===== config.mk =====
export PLATFORM = sky130hd
export DESIGN_NAME = instruction_fetch
export DESIGN_NICKNAME = d
export VERILOG_FILES = /design/src/rtl/fetch_pkg.sv /design/src/rtl/fetch_fifo.sv /design/src/rtl/instruction_fetch.sv
export SDC_FILE = /design/constraint.sdc
export NUM_CORES = 1
export LEC_CHECK = 0
export CAP_MARGIN = 20
export CORE_MARGIN = 1.5
export CORE_UTILIZATION = 59
export DETAILED_ROUTE_END_ITERATION = 6
export PLACE_DENSITY = 0.85
export SYNTH_ARGS = -nofsm -noshare
export SYNTH_HDL_FRONTEND = slang
export SYNTH_SLANG_ARGS = --single-unit
export TNS_END_PERCENT = 30

===== constraint.sdc =====
create_clock -name clk -period 20.5 [get_ports clk]
set_input_delay 3.075 -clock clk [delete_from_list [all_inputs] [get_ports clk]]
set_output_delay 3.075 -clock clk [all_outputs]
set_load 0.05 [all_outputs]

===== src/rtl/fetch_pkg.sv =====
// Shared types and constants for the LEGv8 instruction fetch stage.
package fetch_pkg;

    // Architectural NOP, placed in IF/ID whenever it holds no real instruction.
    localparam logic [31:0] NOP_INSTR   = 32'hD503201F;
    localparam int unsigned INSTR_BYTES = 4;

    typedef struct packed {
        logic [63:0] pc;
        logic [31:0] instr;
    } fetch_entry_t;

    // Sequential PC step; wraps modulo 2^64.
    function automatic logic [63:0] next_pc(input logic [63:0] pc);
        return pc + 64'(INSTR_BYTES);
    endfunction

endpackage


===== src/rtl/fetch_fifo.sv =====
// Small synchronous FIFO buffering fetched words with their PCs.
// Flush has priority over push and pop.
module fetch_fifo
    import fetch_pkg::*;
#(
    parameter int unsigned FIFO_DEPTH = 2,
    localparam int unsigned PtrW = (FIFO_DEPTH > 1) ? $clog2(FIFO_DEPTH) : 1,
    localparam int unsigned CntW = $clog2(FIFO_DEPTH + 1)
) (
    input  logic            clk,
    input  logic            reset,
    input  logic            push,
    input  fetch_entry_t    push_data,
    input  logic            pop,
    input  logic            flush,
    output fetch_entry_t    head,
    output logic [CntW-1:0] count,
    output logic            empty,
    output logic            full
);

    fetch_entry_t    mem_q [FIFO_DEPTH];
    logic [PtrW-1:0] rd_ptr_q;
    logic [PtrW-1:0] wr_ptr_q;
    logic [CntW-1:0] count_q;
    logic            do_push;
    logic            do_pop;

    function automatic logic [PtrW-1:0] ptr_inc(input logic [PtrW-1:0] p);
        return (p == PtrW'(FIFO_DEPTH - 1)) ? '0 : p + PtrW'(1);
    endfunction

    assign empty   = (count_q == '0);
    assign full    = (count_q == CntW'(FIFO_DEPTH));
    assign do_push = push && !flush && !full;
    assign do_pop  = pop && !flush && !empty;
    assign head    = mem_q[rd_ptr_q];
    assign count   = count_q;

    // Storage write; contents need no reset since count gates visibility.
    always_ff @(posedge clk) begin
        if (do_push) begin
            mem_q[wr_ptr_q] <= push_data;
        end
    end

    // Pointer and occupancy bookkeeping.
    always_ff @(posedge clk) begin
        if (!reset || flush) begin
            rd_ptr_q <= '0;
            wr_ptr_q <= '0;
            count_q  <= '0;
        end else begin
            if (do_push) begin
                wr_ptr_q <= ptr_inc(wr_ptr_q);
            end
            if (do_pop) begin
                rd_ptr_q <= ptr_inc(rd_ptr_q);
            end
            count_q <= count_q + CntW'(do_push) - CntW'(do_pop);
        end
    end

endmodule


===== src/rtl/instruction_fetch.sv =====
// IF stage of the 5-stage LEGv8 pipeline. Issues in-order instruction memory
// reads under a credit limit, buffers returned words and feeds IF/ID.
// Optional: define IF_PERF_CNT_EN to add IFFetchCount / IFDropCount outputs.
module instruction_fetch
    import fetch_pkg::*;
#(
    parameter int unsigned FIFO_DEPTH      = 2,
    parameter int unsigned MAX_OUTSTANDING = 2,
    parameter logic [63:0] RESET_PC        = 64'h0
) (
    input  logic        clk,
    input  logic        reset,
    input  logic        IFStall,
    input  logic        IFRedirect,
    input  logic [63:0] IFRedirectPC,
    output logic        IMReqValid,
    input  logic        IMReqReady,
    output logic [63:0] IMReqAddr,
    input  logic        IMRspValid,
    input  logic [31:0] IMRspData,
    output logic [63:0] IDPC,
    output logic [31:0] IDInstr,
    output logic        IDValid
`ifdef IF_PERF_CNT_EN
    ,
    output logic [31:0] IFFetchCount,
    output logic [31:0] IFDropCount
`endif
);

    localparam int unsigned OutW = $clog2(MAX_OUTSTANDING + 1);
    localparam int unsigned CntW = $clog2(FIFO_DEPTH + 1);

    logic [63:0]     fetch_pc_q;
    logic [63:0]     rsp_pc_q;
    logic [OutW-1:0] outstanding_q;
    logic [OutW-1:0] outstanding_d;
    logic [OutW-1:0] drop_cnt_q;
    logic [63:0]     id_pc_q;
    logic [31:0]     id_instr_q;
    logic            id_valid_q;

    logic [31:0]     credit_used;
    logic            req_valid;
    logic            req_fire;
    logic            rsp_fire;
    logic            rsp_drop;
    logic            rsp_keep;
    logic            id_advance;
    logic            bypass;
    logic            id_load_valid;

    fetch_entry_t    rsp_entry;
    fetch_entry_t    fifo_head;
    logic            fifo_push;
    logic            fifo_pop;
    logic [CntW-1:0] fifo_count;
    logic            fifo_empty;
    logic            fifo_full;

    // Request credit, response classification and IF/ID steering.
    always_comb begin
        credit_used = 32'(outstanding_q) + 32'(fifo_count);
        // The full term is redundant with the credit check; kept as a guard.
        req_valid   = reset && !IFRedirect && !fifo_full
                      && (32'(outstanding_q) < MAX_OUTSTANDING)
                      && (credit_used < FIFO_DEPTH);
        req_fire    = req_valid && IMReqReady;
        // Responses with nothing outstanding are stale (pre-reset) and ignored.
        rsp_fire    = IMRspValid && (outstanding_q != '0);
        rsp_drop    = rsp_fire && (IFRedirect || (drop_cnt_q != '0));
        rsp_keep    = rsp_fire && !rsp_drop;
        id_advance  = !IFStall && !IFRedirect;
        bypass      = id_advance && fifo_empty && rsp_keep;
        fifo_push   = rsp_keep && !bypass;
        fifo_pop    = id_advance && !fifo_empty;
        id_load_valid = id_advance && (!fifo_empty || rsp_keep);
        outstanding_d = outstanding_q + OutW'(req_fire) - OutW'(rsp_fire);
    end

    assign rsp_entry  = '{pc: rsp_pc_q, instr: IMRspData};
    assign IMReqValid = req_valid;
    assign IMReqAddr  = fetch_pc_q;
    assign IDPC       = id_pc_q;
    assign IDInstr    = id_instr_q;
    assign IDValid    = id_valid_q;

    fetch_fifo #(
        .FIFO_DEPTH (FIFO_DEPTH)
    ) u_fifo (
        .clk       (clk),
        .reset     (reset),
        .push      (fifo_push),
        .push_data (rsp_entry),
        .pop       (fifo_pop),
        .flush     (IFRedirect),
        .head      (fifo_head),
        .count     (fifo_count),
        .empty     (fifo_empty),
        .full      (fifo_full)
    );

    // Fetch/response PCs, in-flight count and the drop budget after redirects.
    always_ff @(posedge clk) begin
        if (!reset) begin
            fetch_pc_q    <= RESET_PC;
            rsp_pc_q      <= RESET_PC;
            outstanding_q <= '0;
            drop_cnt_q    <= '0;
        end else begin
            outstanding_q <= outstanding_d;
            if (IFRedirect) begin
                fetch_pc_q <= IFRedirectPC;
                rsp_pc_q   <= IFRedirectPC;
                // Everything still in flight belongs to the abandoned path.
                drop_cnt_q <= outstanding_d;
            end else begin
                if (req_fire) begin
                    fetch_pc_q <= next_pc(fetch_pc_q);
                end
                if (rsp_keep) begin
                    rsp_pc_q <= next_pc(rsp_pc_q);
                end
                if (rsp_fire && (drop_cnt_q != '0)) begin
                    drop_cnt_q <= drop_cnt_q - OutW'(1);
                end
            end
        end
    end

    // IF/ID register: redirect flushes, stall holds, otherwise FIFO head or bypass.
    always_ff @(posedge clk) begin
        if (!reset) begin
            id_pc_q    <= '0;
            id_instr_q <= NOP_INSTR;
            id_valid_q <= 1'b0;
        end else if (IFRedirect) begin
            id_instr_q <= NOP_INSTR;
            id_valid_q <= 1'b0;
        end else if (!IFStall) begin
            if (!fifo_empty) begin
                id_pc_q    <= fifo_head.pc;
                id_instr_q <= fifo_head.instr;
                id_valid_q <= 1'b1;
            end else if (rsp_keep) begin
                id_pc_q    <= rsp_pc_q;
                id_instr_q <= IMRspData;
                id_valid_q <= 1'b1;
            end else begin
                id_instr_q <= NOP_INSTR;
                id_valid_q <= 1'b0;
            end
        end
    end

`ifdef IF_PERF_CNT_EN
    logic [31:0] fetch_count_q;
    logic [31:0] drop_count_q;

    // Performance counters: valid IF/ID loads and discarded responses.
    always_ff @(posedge clk) begin
        if (!reset) begin
            fetch_count_q <= '0;
            drop_count_q  <= '0;
        end else begin
            if (id_load_valid) begin
                fetch_count_q <= fetch_count_q + 32'd1;
            end
            if (rsp_drop) begin
                drop_count_q <= drop_count_q + 32'd1;
            end
        end
    end

    assign IFFetchCount = fetch_count_q;
    assign IFDropCount  = drop_count_q;
`endif

endmodule


=== Word level (Yosys, flattened, before mapping) ===
Memory sizes are Yosys's and may differ from the RTL's. A register that Yosys moved wholly into a read port is not among the register bits.
Index checks and enable logic that the tools add are counted.
W data, S select, Z words.

* Bits in registers: 233
* Memory bits (writable): 192
* Memories kept: 1

{| class="wikitable"
|+ Memories
! name !! words !! width !! rd ports !! clocked after memory_dff !! write ports !! RTL line !! RTL
|-
| u_fifo.mem_q || 2 || 96 || 1 || 1 || 1 || fetch_fifo.sv:22 || <nowiki>fetch_entry_t mem_q [FIFO_DEPTH];</nowiki>
|}

* Add/sub/neg operators: 10
* $lt $le $gt $ge: 2
* Equal/unequal tests: 2
* Mux-type cells: 18
* Bitwise logic cells: 3
* Reduce and logical (&&, ||, !) cells: 35

{| class="wikitable"
|+ Operator list
! cell !! number
|-
| $mux W64 || 6
|-
| $add A64 B3 Y64 const B || 2
|-
| $mux W32 || 2
|-
| $logic_and A1 B1 Y1 || 18
|-
| $reduce_bool A2 Y1 || 5
|-
| $mux W1 || 8
|-
| $logic_not A1 Y1 || 7
|-
| $add A2 B1 Y2 || 2
|-
| $mux W2 || 2
|-
| $sub A2 B1 Y2 || 2
|-
| $add A2 B2 Y3 || 1
|-
| $lt A3 B2 Y1 const B || 1
|-
| $not A1 Y1 || 3
|-
| $reduce_and A3 Y1 || 1
|-
| $add A1 B1 Y1 const B || 2
|-
| $eq A2 B2 Y1 const B || 1
|-
| $logic_not A2 Y1 || 1
|-
| $logic_or A1 B1 Y1 || 2
|-
| $lt A2 B2 Y1 const B || 1
|-
| $ne A2 B2 Y1 const B || 1
|-
| $reduce_or A2 Y1 || 1
|-
| $sub A2 B1 Y2 const B || 1
|}

=== Logic depth before layout (Yosys ltp) ===
* Depth in word-level cells: 12
* Mapped depth: 15
* Mapped depth without buffers: 12

=== Hierarchy ===
A second synthesis with hierarchy kept.

* Cells, all modules: 1820
* Area total of the unflattened synthesis: 19635.1 µm²

{| class="wikitable"
|+ Modules (own cells, without submodules)
! module !! times used !! cells an instance !! area each (µm²) !! seq. area each (µm²)
|-
| instruction_fetch || 1 || 1491 || 12263.0 || 4584.4
|-
| fetch_fifo || 1 || 329 || 7372.1 || 5865.6
|}

=== Worst setup path after synthesis ===
Ideal clock, no wire load.

* Kind: input -> register
* Start: in IFRedirect
* End: mem u_fifo.mem_q[0][0] (netlist bit), enable pin
* Setup time: 787 ps
* Arrival: 12810 ps
* Data required time: 19713 ps
* Path slack: 6903 ps
* Stages: 4
* Cell sequence: buf_2 clkbuf_1 buf_1 nor4_1

* Word-level cells in the longest chain between the ends: 11

{| class="wikitable"
|+ Ends and longest elaborated chain
! item !! RTL line !! RTL
|-
| start: declaration || instruction_fetch.sv:14 || <nowiki>input logic IFRedirect,</nowiki>
|-
| $logic_or A1 B1 Y1 || instruction_fetch.sv:71 || <nowiki>rsp_drop = rsp_fire && (IFRedirect || (drop_cnt_q != '0));</nowiki>
|-
| $logic_and A1 B1 Y1 || instruction_fetch.sv:71 ||
|-
| $logic_not A1 Y1 || instruction_fetch.sv:72 || <nowiki>rsp_keep = rsp_fire && !rsp_drop;</nowiki>
|-
| $logic_and A1 B1 Y1 || instruction_fetch.sv:72 ||
|-
| $logic_and A1 B1 Y1 || instruction_fetch.sv:74 || <nowiki>bypass = id_advance && fifo_empty && rsp_keep;</nowiki>
|-
| $logic_not A1 Y1 || instruction_fetch.sv:75 || <nowiki>fifo_push = rsp_keep && !bypass;</nowiki>
|-
| $logic_and A1 B1 Y1 || instruction_fetch.sv:75 ||
|-
| $logic_and A1 B1 Y1 (*) (2 in a row) || fetch_fifo.sv:35 || <nowiki>assign do_push = push && !flush && !full;</nowiki>
|-
| $mux W1 (*) || fetch_fifo.sv:42 || <nowiki>if (do_push) begin</nowiki>
|-
| $mux W1 (not written as such) (*) || fetch_fifo.sv:43 || <nowiki>mem_q[wr_ptr_q] <= push_data;</nowiki>
|-
| end: declaration || fetch_fifo.sv:22 ||
|}

Every way passes the cells marked *; elsewhere a longest branch is shown, timed or not.

=== Worst setup path in the final report ===
* Start: in reset
* End: out IMReqValid

* Word-level cells in the longest chain between the ends: 4

{| class="wikitable"
|+ Ends and longest elaborated chain
! item !! RTL line !! RTL
|-
| start: declaration || instruction_fetch.sv:12 || <nowiki>input logic reset,</nowiki>
|-
| $logic_and A1 B1 Y1 (2 in a row) || instruction_fetch.sv:65 || <nowiki>req_valid = reset && !IFRedirect && !fifo_full</nowiki>
|-
| $logic_and A1 B1 Y1 || instruction_fetch.sv:66 || <nowiki>&& (32'(outstanding_q) < MAX_OUTSTANDING)</nowiki>
|-
| $logic_and A1 B1 Y1 || instruction_fetch.sv:67 || <nowiki>&& (credit_used < FIFO_DEPTH);</nowiki>
|-
| end: declaration || instruction_fetch.sv:16 || <nowiki>output logic IMReqValid,</nowiki>
|}

Every way passes these cells.

==> impl_metrics.json <==
{
  "status": "finished, violations left",
  "violations": "DRC",
  "dieArea_um2": 32400,
  "reg2reg_depth": 13,
  "grt_use_total_pct": 31.8,
  "final_area_um2": 22700,
  "p_seq_share_pct": 48.8,
  "yosysMostFrequentCell": "nand2_1",
  "synth.yosys.seq_area_share_pct": 56.5,
  "timing.rr.start": "u_fifo.count[0]",
  "vias_per_cell": 6.24,
  "nNetsFinal": 2134,
  "synth_warnings": 0,
  "grt_pass1_wl_um": 81700,
  "vias": 15341,
  "switching_share_pct": 27.0,
  "grt_overflow_total": 0,
  "crit_path_start_kind": "primary input",
  "numCtsBuffers": 44,
  "synth_edf_count": 192,
  "slew_headroom_pct": 26.1,
  "post_cts_buffers": 0,
  "grt_pass1_vias": 14694,
  "multi_input_area_um2": 7510,
  "synthXorXnorAreaFrac_pct": 4.45,
  "cts.sinks": 426,
  "yosysTopAreaCell": "edfxtp_1",
  "seqCellArea_um2": 10500,
  "maxCapViolCount": 0,
  "clock_latency_ps": 540,
  "num-fill-cells": 2116,
  "syn_nets": 1920,
  "path_clk_slew_ps": 60,
  "cp.arrival_ps": 5120,
  "start_util_pct": 60.1,
  "worstSetupPathType": "primary input to output port",
  "area_growth_pct": 23.0,
  "reg2reg_to": "drop_cnt_q[1]",
  "synthMuxAreaShare_pct": 5.45,
  "place_area_um2": 21300,
  "dp_hpwl_um": 34600,
  "htreeDepth": 2,
  "worst_setup_path_end_kind": "output port",
  "ant_nets": 0,
  "worst_slew_pin_slew_ps": 1100,
  "startpoint": "reset",
  "hold_path.class": "flop to flop",
  "r2r_slack_ps": 16700,
  "coreArea_um2": 30700,
  "peakVddDrop_mv": 0.0725,
  "drt_pass1_iterations": 7,
  "p_int_mw": 1.46,
  "rows": 64,
  "synth_compound_area_share_pct": 14.0,
  "cts_root_buffer": "clkbuf_16",
  "antenna_found_initial": 4,
  "hold_violations": 0,
  "synth_top_area_share_pct": 31.2,
  "cts_tree": "built",
  "ctsHoldBuffers": 0,
  "syn_avg_cell_area_um2": 10.2,
  "drt-initial-drc-count": 1712,
  "synth_common_cells": "239 x nand2_1, 234 x dfxtp_1, 209 x a21oi_1, 192 x edfxtp_1, 112 x nor2_1",
  "ctsResizeCount": 0,
  "switchingPower_uw": 539,
  "async_flop_share_pct": 0,
  "drive_gt1_share_pct": 6.41,
  "min_period_ps": 8200,
  "fmax_mhz": 122,
  "worstPathMaxFanout": 61,
  "synth_top_family_by_area": "simple AND/OR/NAND/NOR gates",
  "required_ps": 17430,
  "endpoint": "IMReqValid",
  "rsz0062_at_grt": "no",
  "power_density_nw_per_um2": 87.9,
  "ys_types": 62,
  "drcViolationCount": 8,
  "io_buffers": 263,
  "ys_ff_latch": 426,
  "setup_viol": 0,
  "slew_violations": 0,
  "min_period_over_period_pct": 40.0,
  "globalplace.congestion": 0.922,
  "p_leak_nw": 7.20,
  "die_w_um": 180,
  "drt-wirelength-per-cell_um": 21.3,
  "synth_simple_gate_area_share_pct": 16.0,
  "die_y_um": 180,
  "pwr-share-clk_pct": 38.3,
  "wl_um": 52300,
  "p_comb_share_pct": 12.9,
  "ioPinCount": 264,
  "clock_path_buffers": 3,
  "yosys.area_share.adder_pct": 0.582,
  "finalClockSkew_ps": 16.0,
  "syn_area_um2": 18500,
  "whs_ps": 455,
  "grt_max_degree": 104,
  "synthTopCellsByArea": "edfxtp_1 31%, dfxtp_1 25%, a21oi_1 5.7%",
  "synth_ff_type": "dfxtp_1",
  "tns_ps": 0,
  "netlist_instances": 1810
}
[registers in the layout, indices dropped and copies added, names as in the netlist, 2 cells and up, named ones only]
name and flops:
u_fifo.mem_q 192, IDPC 64, IMReqAddr 64, rsp_pc_q 64, IDInstr 32, drop_cnt_q 2
outstanding_q 2, u_fifo.count 2
[power groups by stage]
stage	Clock (mW)	Sequential, mW	Combinational (mW)
detailed placement	0	0.989	0.252
global placement	0	0.986	0.247
global route	0.804	0.978	0.274
floorplan	0	1.03	0.111
CTS	0.768	0.972	0.255
finish	0.766	0.974	0.258
[placed cells by master, fill, tap and decap left out, types with 5 or more instances in the layout]
master / n
inv_1: 26
nor4_1: 19
nor4_2: 7
buf_4: 18
mux2i_1: 86
o211ai_1: 83
and3_1: 22
o21a_1: 6
or3_1: 6
o21ai_0: 70
xnor2_1: 64
nor3_2: 6
nand2_1: 239
edfxtp_1: 192
clkbuf_1: 16
ha_1: 7
xor2_1: 30
nand4_1: 41
nor2_1: 111
o22ai_1: 19
clkinv_2: 10
mux2_2: 13
and2_1: 19
nand4_2: 5
nand3_1: 51
a31oi_1: 19
a21oi_1: 209
dfxtp_1: 233
and4_1: 12
clkdlybuf4s50_1: 260
or4_1: 6
clkbuf_16: 44
nor3_1: 34
[worst max-delay path, cell delays in order]
cell             delay, ps
buf_2                   80
buf_4                  480
nor2b_1                200
buf_4                  270
and3_1                 200
clkdlybuf4s50_1        800
[cells by family after synthesis]
| logic type | Yosys count |
|---|---|
| buffers and inverters | 143 |
| muxes | 99 |
| xor gates and xnor gates | 94 |
| adders and majority gates | 8 |
| AOI/OAI and AO/OA | 442 |
| and+or+nand+nor | 598 |
| DFF | 426 |
[stage by stage]
step                util (%)  cells  power [mW]  setup WS, ps
floorplan                  -   1810        1.14          6900
global placement        69.4   2373        1.23         12350
detailed placement      69.4   2373        1.24         12320
CTS                     73.8   2454        1.99         12300
global route            73.9   2459        2.06         12210
finish                  73.9   2459        2.00         12300
[layer usage]
layer  share of wire (%)  GRT usage (%)  vias to the layer above
li1                    -              -                     7058
met1                  40           43.5                     7289
met2                  46           49.5                      860
met3                 9.7           5.90                      134
met4                 4.4           14.5                        0
met5                   0              0                        -
[worst min-delay path by stage]
stage | from | end | slack [ps] | cells after the start
6_report | IDPC[57] | IDPC[57] | 450 | 2
5_1_grt | IDPC[58] | IDPC[58] | 460 | 2
4_1_cts | IDPC[17] | IDPC[17] | 460 | 2
3_5_place_dp | IDPC[46] | IDPC[46] | 450 | 2
3_3_place_gp | IDPC[58] | IDPC[58] | 440 | 2
2_1_floorplan | rsp_pc_q[0] | u_fifo.mem_q[0][32] | 450 | 0
[layout make-up]
cell class,instances,share of cell area (%)
flip-flops and latches,426,46.0
inverters,29,0.495
diodes,4,0.0440
multi-input cells,1241,33.1
clock inverters,17,0.639
clock buffers,64,5.35
well taps,396,2.18
repair buffers,282,12.2
(Power assumes the default switching activity.)
